--- config.mk ---
export PLATFORM = sky130hd
export DESIGN_NAME = muldiv_unit
export DESIGN_NICKNAME = d
export VERILOG_FILES = /design/src/rtl/muldiv_unit.sv
export SDC_FILE = /design/constraint.sdc
export NUM_CORES = 1
export LEC_CHECK = 0
export BUFFER_PORTS_ARGS = -buffer_cell sky130_fd_sc_hd__buf_2
export CAP_MARGIN = 10
export CORE_MARGIN = 1.5
export CORE_UTILIZATION = 50
export DETAILED_ROUTE_END_ITERATION = 10
export GPL_TIMING_DRIVEN = 0
export PLACE_DENSITY = 0.75
export SLEW_MARGIN = 30
export SYNTH_ARGS = -nofsm -noshare
export SYNTH_HDL_FRONTEND = slang
export SYNTH_SLANG_ARGS = --single-unit
--- constraint.sdc ---
create_clock -name clk -period 6.2 [get_ports clk]
set_input_delay 1.86 -clock clk [delete_from_list [all_inputs] [get_ports clk]]
set_output_delay 1.86 -clock clk [all_outputs]
set_load 0.005 [all_outputs]
--- src/rtl/muldiv_unit.sv ---
// Multi-cycle MIPS HI/LO unit: iterative MULT/MULTU/DIV/DIVU plus MFHI/MFLO/MTHI/MTLO.
// Operates on magnitudes and applies the result sign in a final FIX cycle.
module muldiv_unit #(
    parameter int WIDTH = 32
) (
    input  logic             clk,
    input  logic             reset,
    input  logic             start,
    input  logic [5:0]       funct,
    input  logic [WIDTH-1:0] in1,
    input  logic [WIDTH-1:0] in2,
    output logic             busy,
    output logic             done,
    output logic [WIDTH-1:0] hi,
    output logic [WIDTH-1:0] lo,
    output logic [WIDTH-1:0] out
);

    localparam int CW = $clog2(WIDTH + 1);

    localparam logic [5:0] F_MFHI  = 6'h10;
    localparam logic [5:0] F_MTHI  = 6'h11;
    localparam logic [5:0] F_MFLO  = 6'h12;
    localparam logic [5:0] F_MTLO  = 6'h13;
    localparam logic [5:0] F_MULT  = 6'h18;
    localparam logic [5:0] F_MULTU = 6'h19;
    localparam logic [5:0] F_DIV   = 6'h1A;
    localparam logic [5:0] F_DIVU  = 6'h1B;

    typedef enum logic [1:0] {
        S_IDLE,
        S_MUL,
        S_DIV,
        S_FIX
    } state_e;

    state_e               state_q, state_d;
    logic [CW-1:0]        cnt_q, cnt_d;
    logic [2*WIDTH-1:0]   prod_q, prod_d;
    logic [WIDTH-1:0]     opnd_q, opnd_d;
    logic                 neg_lo_q, neg_lo_d;
    logic                 neg_hi_q, neg_hi_d;
    logic                 dz_q, dz_d;
    logic                 is_div_q, is_div_d;
    logic [WIDTH-1:0]     hi_q, hi_d;
    logic [WIDTH-1:0]     lo_q, lo_d;
    logic                 done_q, done_d;

    logic                 op_mul;
    logic                 op_div;
    logic                 op_signed;
    logic                 s1;
    logic                 s2;
    logic [WIDTH-1:0]     mag1;
    logic [WIDTH-1:0]     mag2;
    logic                 last_iter;

    logic [WIDTH:0]       mul_sum;
    logic [2*WIDTH-1:0]   mul_next;
    logic [WIDTH:0]       div_tmp;
    logic [WIDTH:0]       div_sub;
    logic                 div_ge;
    logic [2*WIDTH-1:0]   div_next;

    logic [2*WIDTH-1:0]   prod_neg;
    logic [WIDTH-1:0]     quo;
    logic [WIDTH-1:0]     rem;

    assign op_mul    = (funct == F_MULT) || (funct == F_MULTU);
    assign op_div    = (funct == F_DIV) || (funct == F_DIVU);
    assign op_signed = (funct == F_MULT) || (funct == F_DIV);
    assign s1        = op_signed & in1[WIDTH-1];
    assign s2        = op_signed & in2[WIDTH-1];
    assign mag1      = s1 ? -in1 : in1;
    assign mag2      = s2 ? -in2 : in2;
    assign last_iter = (cnt_q == CW'(WIDTH - 1));

    // Shift-add: upper half accumulates, multiplier drains out of the low half.
    assign mul_sum  = {1'b0, prod_q[2*WIDTH-1:WIDTH]}
                    + (prod_q[0] ? {1'b0, opnd_q} : '0);
    assign mul_next = {mul_sum, prod_q[WIDTH-1:1]};

    // Restoring divide: remainder in the upper half, quotient bits shift into the low half.
    assign div_tmp  = {prod_q[2*WIDTH-1:WIDTH], prod_q[WIDTH-1]};
    assign div_sub  = div_tmp - {1'b0, opnd_q};
    assign div_ge   = (div_tmp >= {1'b0, opnd_q});
    assign div_next = {div_ge ? div_sub[WIDTH-1:0] : div_tmp[WIDTH-1:0],
                       prod_q[WIDTH-2:0], div_ge};

    assign prod_neg = -prod_q;
    assign quo      = prod_q[WIDTH-1:0];
    assign rem      = prod_q[2*WIDTH-1:WIDTH];

    always_comb begin
        state_d  = state_q;
        cnt_d    = cnt_q;
        prod_d   = prod_q;
        opnd_d   = opnd_q;
        neg_lo_d = neg_lo_q;
        neg_hi_d = neg_hi_q;
        dz_d     = dz_q;
        is_div_d = is_div_q;
        hi_d     = hi_q;
        lo_d     = lo_q;
        done_d   = 1'b0;

        unique case (state_q)
            S_IDLE: begin
                if (start) begin
                    unique case (1'b1)
                        op_mul: begin
                            state_d  = S_MUL;
                            cnt_d    = '0;
                            prod_d   = {{WIDTH{1'b0}}, mag2};
                            opnd_d   = mag1;
                            neg_lo_d = s1 ^ s2;
                            neg_hi_d = s1 ^ s2;
                            dz_d     = 1'b0;
                            is_div_d = 1'b0;
                        end
                        op_div: begin
                            state_d  = S_DIV;
                            cnt_d    = '0;
                            prod_d   = {{WIDTH{1'b0}}, mag1};
                            opnd_d   = mag2;
                            neg_lo_d = s1 ^ s2;
                            neg_hi_d = s1;
                            dz_d     = (in2 == '0);
                            is_div_d = 1'b1;
                        end
                        (funct == F_MTHI): hi_d = in1;
                        (funct == F_MTLO): lo_d = in1;
                        default: ;
                    endcase
                end
            end
            S_MUL: begin
                prod_d = mul_next;
                cnt_d  = cnt_q + CW'(1);
                if (last_iter) state_d = S_FIX;
            end
            S_DIV: begin
                prod_d = div_next;
                cnt_d  = cnt_q + CW'(1);
                if (last_iter) state_d = S_FIX;
            end
            S_FIX: begin
                // A zero divisor leaves the dividend as remainder; only the quotient is forced.
                if (is_div_q) begin
                    lo_d = dz_q ? '1 : (neg_lo_q ? -quo : quo);
                    hi_d = neg_hi_q ? -rem : rem;
                end else begin
                    {hi_d, lo_d} = neg_lo_q ? prod_neg : prod_q;
                end
                done_d  = 1'b1;
                state_d = S_IDLE;
            end
            default: state_d = S_IDLE;
        endcase
    end

    always_ff @(posedge clk) begin
        if (reset) begin
            state_q  <= S_IDLE;
            cnt_q    <= '0;
            prod_q   <= '0;
            opnd_q   <= '0;
            neg_lo_q <= 1'b0;
            neg_hi_q <= 1'b0;
            dz_q     <= 1'b0;
            is_div_q <= 1'b0;
            hi_q     <= '0;
            lo_q     <= '0;
            done_q   <= 1'b0;
        end else begin
            state_q  <= state_d;
            cnt_q    <= cnt_d;
            prod_q   <= prod_d;
            opnd_q   <= opnd_d;
            neg_lo_q <= neg_lo_d;
            neg_hi_q <= neg_hi_d;
            dz_q     <= dz_d;
            is_div_q <= is_div_d;
            hi_q     <= hi_d;
            lo_q     <= lo_d;
            done_q   <= done_d;
        end
    end

    assign busy = (state_q != S_IDLE);
    assign done = done_q;
    assign hi   = hi_q;
    assign lo   = lo_q;
    assign out  = (funct == F_MFHI) ? hi_q :
                  (funct == F_MFLO) ? lo_q : '0;

endmodule
==> Word-level counts from Yosys, hierarchy flattened <==
Index checks and enable logic that the tools add are counted.
{ "op_classes": {"n_lt_le_gt_ge": 1, "n_bitwise": 3, "n_addsub": 8, "muxes": 33, "n_reduce_logical": 19, "n_eq_ne": 18} }
{ "op_table": {"columns": ["cell", "n"], "rows": [
  ["$mux 32", 15],
  ["$pmux 32 s2", 3],
  ["$pmux 64 s3", 1],
  ["$mux 64", 2],
  ["$neg 32->32", 4],
  ["$pmux 64 s2", 1],
  ["$neg 64->64", 1],
  ["$eq 6x5->1 const B", 9],
  ["$add 32x32->33", 1],
  ["$ge 33x32->1", 1],
  ["$logic_not 32->1", 1],
  ["$sub 32x32->32", 1],
  ["$reduce_and 3->1", 7],
  ["$mux 6", 2],
  ["$pmux 6 s2", 1],
  ["$ne 2x2->1 const B", 4],
  ["$reduce_bool 2->1", 4],
  ["$add 6x1->6 const B", 1],
  ["$pmux 1 s2", 3],
  ["$pmux 2 s3", 1],
  ["$eq 2x2->1 const B", 2],
  ["$mux 2", 2],
  ["$pmux 2 s2", 1],
  ["$reduce_or 2->1", 2],
  ["other kinds (9)", 12]
]} }
{ "word_totals": {"in_bits": 73, "wordCells": 93, "register_bits": 173} }

==> Longest topological paths before layout <==
{ "logic_depth": {"word_depth": 7, "depth_mapped": 15, "depth_no_buf": 13} }

==> Worst setup path before layout <==
OpenSTA, ideal clock, no wires.
{ "synth_timing": {"kind": "input -> output", "from": "in funct[1]", "to": "out out[10]", "setup_slack_ns": 1.470, "t_arrival_ns": 2.870, "path_stages": 4, "path_buffers": 2, "cell_sequence": "clkbuf_1 buf_1 mux2i_1 nor2_1"} }
{ "synth_via": {"elab_chain_cells": 3, "word_cells_on_any_way": 4, "cone_classes": "eq/ne: 2; mux: 2"} }
{ "synth_lines": {"columns": ["element", "line_no", "rtl"], "rows": [
  ["start: declaration", "9", "input logic [5:0] funct,"],
  ["$eq 6x5->1", "195", "(funct == F_MFLO) ? lo_q : '0;"],
  ["$mux 32", "195", null],
  ["$mux 32 (*)", "194", "assign out = (funct == F_MFHI) ? hi_q :"],
  ["end: declaration", "16", "output logic [WIDTH-1:0] out"]
]} }
Every way passes the cells marked *; elsewhere a longest branch is shown, timed or not.

==> Worst setup path in the final report <==
{ "layout_timing": {"from": "in funct[1]", "to": "out out[28]"} }
Same word-level chain as after synthesis.

==> metrics.log <==
[metrics] run status: finished, final reports clean
[metrics] Peak Freq: 0.176 GHz
[metrics] count of cell types in the netlist: 81
[metrics] root buffer cell: sky130_fd_sc_hd__clkbuf_16
[metrics] first-pass iteration count of the detailed router: 6
[metrics] chip height: 178 µm
[metrics] number of nets still failing antenna checks after routing: 0
[metrics] power density over the cells: 182 mW/mm²
[metrics] cell with the largest stage delay on the worst path: sky130_fd_sc_hd__buf_1
[metrics] first-pass GRT wire length: between 90000 and 100000 µm
[metrics] Num CTS Buffers: 17
[metrics] Overflow after GRT: 0
[metrics] Core ar.: 0.0298 mm²
[metrics] reg-to-reg slack, setup: approximately 1.5 ns
[metrics] Max IR drop VDD: 0.000164 V
[metrics] routed wirelength normalized by instance count: around 25 µm
[metrics] worst hold path class: flip-flop to flip-flop
[metrics] number of port buffers: 167
[metrics] Total Neg Setup Slack: 0 ns
[metrics] Tmin final: roughly 5.7 ns
[metrics] number of cells produced by synthesis: 2094
[metrics] maximum number of pins on one net before global-route repair: 19
[metrics] buffer count from post-CTS setup fixing: 0
[metrics] die boundary width: 178 µm
[metrics] setup skew after layout: 0.0165 ns
[metrics] total of warnings raised by yosys: 0
[metrics] biggest fanout along the worst timing path: 10
[metrics] starting DRC count in detailed routing: between 2000 and 2500
[metrics] number of synthesized flops with an enable pin: 0
[metrics] Post-DP Area: 0.0166 mm²
[metrics] critical path's largest stage delay: about 0.7 ns
[metrics] static leakage power: 6.95 nW
[metrics] Detailed Place HPWL: 54000 µm
[metrics] Main synth FF type: sky130_fd_sc_hd__dfxtp_1
[metrics] Maximum Capacitance Violations: 0
[metrics] number of placed I/O pins: 171
[metrics] Critical Path Start Type: input pin
[metrics] cell repeated most along the worst path: sky130_fd_sc_hd__buf_2
[metrics] mapped cell area: around 0.015 mm²
[metrics] total via count after detailed routing: 17600
[metrics] critical path cell sequence: buf_2 > clkbuf_1 > buf_1 > mux2i_1 > nor2_1 > buf_2
[metrics] routability-driven placement congestion ratio: between 1 and 1.5
[metrics] FFs w/ async S/R, synth: 0
[metrics] number of fill cells: 2946
[metrics] critical register-to-register path startpoint: prod_q[0]
[metrics] die area: 0.0315 mm²
[metrics] Reg2Reg Depth: 14
[metrics] total wirelength of the detailed-routed design: 66600 µm
[metrics] Avg Vias per Cell: around 6.5
[metrics] Hold Crit Depth: 2
[metrics] hold-fix buffer count after cts: 0
[metrics] maximum level of the CTS H-tree: 4
[metrics] critical path start-end classification: input pin to output pin
[metrics] CTS clk-pin slew, worst paths: around 0.070 ns
[metrics] sequential share of the synthesized area: 0.227
[metrics] Req. time, crit path: between 4 and 5 ns
[metrics] Arr. time, crit path: 3.82 ns
[metrics] final standard cell utilization of the core: 0.576
[metrics] layout cells sized above 1: 0.104
[metrics] register bit total from synthesis: between 150 and 200
[metrics] capturing element type of the critical path: output pin
[metrics] final max-slew violation count: 0
[metrics] final design instance area without fill: 0.0172 mm²
[metrics] Max transition margin: 0.351
[metrics] global routing usage summed across all routing layers: 0.416
[metrics] CTS resizes: 0
[metrics] origin of the worst min-delay path: lo[4]
[metrics] synthesis-to-layout area growth: 12.6%
[metrics] endpoint of the worst-slack reg-to-reg timing path: prod_q[60]
[metrics] Initial Utilization: 0.512
[metrics] Avg Inst Size Synth: approximately 7.3 µm²
[metrics] Setup-failing EPs final: 0
[metrics] clock tree from TritonCTS: yes
[metrics] clock latency reported for the late side of the worst-skew pair: 0.45 ns
[metrics] post-synthesis net count: 2243
[metrics] setup repair after global routing missed its margin: no
[metrics] Period Utilization, post-route: 0.916
[metrics] number of antenna violations at the first check in global routing: 1
[metrics] drt drc: 0
[metrics] sink count of the clock tree: 173
[metrics] via count of the first global-routing pass: 16000
[metrics] transition time of the tightest slew-check pin: approximately 0.97 ns
[metrics] Bufs on Longest Clock Path: 2
[metrics] NumNets Final: 2429
[metrics] FP Rows: 63
[metrics] number of hold-slack violations in the final timing report: 0
[metrics] Endpoint, Worst Hold: lo[4]
metrics by stage:
step           setup WS (ns)  hold slack (ns)  total power [W]  instances
2_1_floorplan           1.47            0.432          0.00171       2094
3_3_place_gp           0.613            0.459          0.00198       2651
3_5_place_dp           0.615            0.461          0.00198       2651
4_1_cts                0.599            0.470          0.00309       2682
5_1_grt                0.501            0.494          0.00321       2682
6_report               0.518            0.471          0.00313       2683
synth_stat cells, drive strengths merged, types with 5 or more instances:
library cell | instances | share of area
a211o | 6 | 0.0034
a211oi | 94 | 0.046
a21boi | 5 | 0.0025
a21o | 22 | 0.011
a21oi | 205 | 0.067
a221o | 24 | 0.016
a221oi | 10 | 0.0057
a22o | 8 | 0.0046
a22oi | 23 | 0.011
a311oi | 9 | 0.0052
a31oi | 16 | 0.0066
and2 | 14 | 0.0057
and3 | 12 | 0.0049
buf | 20 | 0.0061
clkbuf | 127 | 0.031
dfxtp | 173 | 0.23
ha | 74 | 0.061
inv | 66 | 0.016
mux2 | 12 | 0.0089
mux2i | 57 | 0.037
nand2 | 193 | 0.048
nand2b | 16 | 0.0066
nand3 | 29 | 0.0095
nand4 | 21 | 0.0094
nor2 | 273 | 0.068
nor2b | 16 | 0.0066
nor3 | 42 | 0.014
nor3b | 6 | 0.0030
nor4 | 17 | 0.0080
nor4b | 5 | 0.0039
o211ai | 32 | 0.016
o21a | 13 | 0.0064
o21ai | 139 | 0.046
o21bai | 11 | 0.0054
o221ai | 22 | 0.013
o22ai | 7 | 0.0029
o31a | 5 | 0.0029
o31ai | 25 | 0.013
o41ai | 10 | 0.0072
or3 | 15 | 0.0062
or4 | 10 | 0.0052
xnor2 | 101 | 0.058
xor2 | 70 | 0.040
layout by cell type, fill, tap and decap left out, drive strengths merged, types with 57 or more instances in the layout:
| master | n |
|---|---|
| nor2 | 273 |
| xor2 | 70 |
| a21oi | 205 |
| xnor2 | 101 |
| a211oi | 94 |
| inv | 73 |
| buf | 187 |
| o21ai | 139 |
| dfxtp | 173 |
| nand2 | 193 |
| mux2i | 57 |
| clkbuf | 144 |
| ha | 74 |
state kept, by name, indices dropped and copies added (netlist names), 2 cells and up:
register / cells
prod_q: 64
lo: 32
cnt_q: 6
hi: 32
state_q: 2
opnd_q: 32
cell families after synthesis:
group | count (synthesis) | synth area share
fa+ha+maj | 76 | 0.0634
simple gates | 683 | 0.206
compound gates | 708 | 0.305
xor+xnor | 171 | 0.0982
flops | 173 | 0.227
mux | 69 | 0.0463
buf+inv | 214 | 0.0539
where the power goes:
group          internal (W)  switching, W  leakage, nW
sequential          0.00113     0.0000210         1.40
combinational      0.000285      0.000562         5.27
clock              0.000577      0.000558        0.287
routing by layer:
layer	global-route usage	share of wire	vias up
met5	0	0	-
li1	-	-	8018
met4	0.229	0.057	0
met3	0.0887	0.10	153
met1	0.539	0.41	8375
met2	0.641	0.43	1017
worst max-delay path by stage:
stage,start,endpoint,slack (ns),cells after the start
finish,funct[1],out[28],0.52,6
global route,funct[1],out[8],0.50,6
CTS,funct[1],out[8],0.60,6
detailed placement,funct[1],out[8],0.61,6
global placement,funct[1],out[8],0.61,6
floorplan,funct[1],out[10],1.47,4
final cells by class:
| type | count | area (µm²) | share of cell area |
|---|---|---|---|
| antenna | 1 | 2.50 | 0.000146 |
| buffer | 147 | 571 | 0.0332 |
| clock buffer | 17 | 425 | 0.0248 |
| clock inverter | 14 | 174 | 0.0101 |
| inverter | 67 | 251 | 0.0146 |
| multi-input combinational | 1707 | 11000 | 0.638 |
| sequential | 173 | 3460 | 0.202 |
| tap | 390 | 488 | 0.0284 |
| timing repair buffer | 167 | 836 | 0.0487 |
critical path, delay by kind of cell:
kind / cells / cell delay (ns)
mux: 1 / 0.28
simple gates: 1 / 0.06
buf+inv: 4 / 1.62
Power figures use the tool's default switching activity.
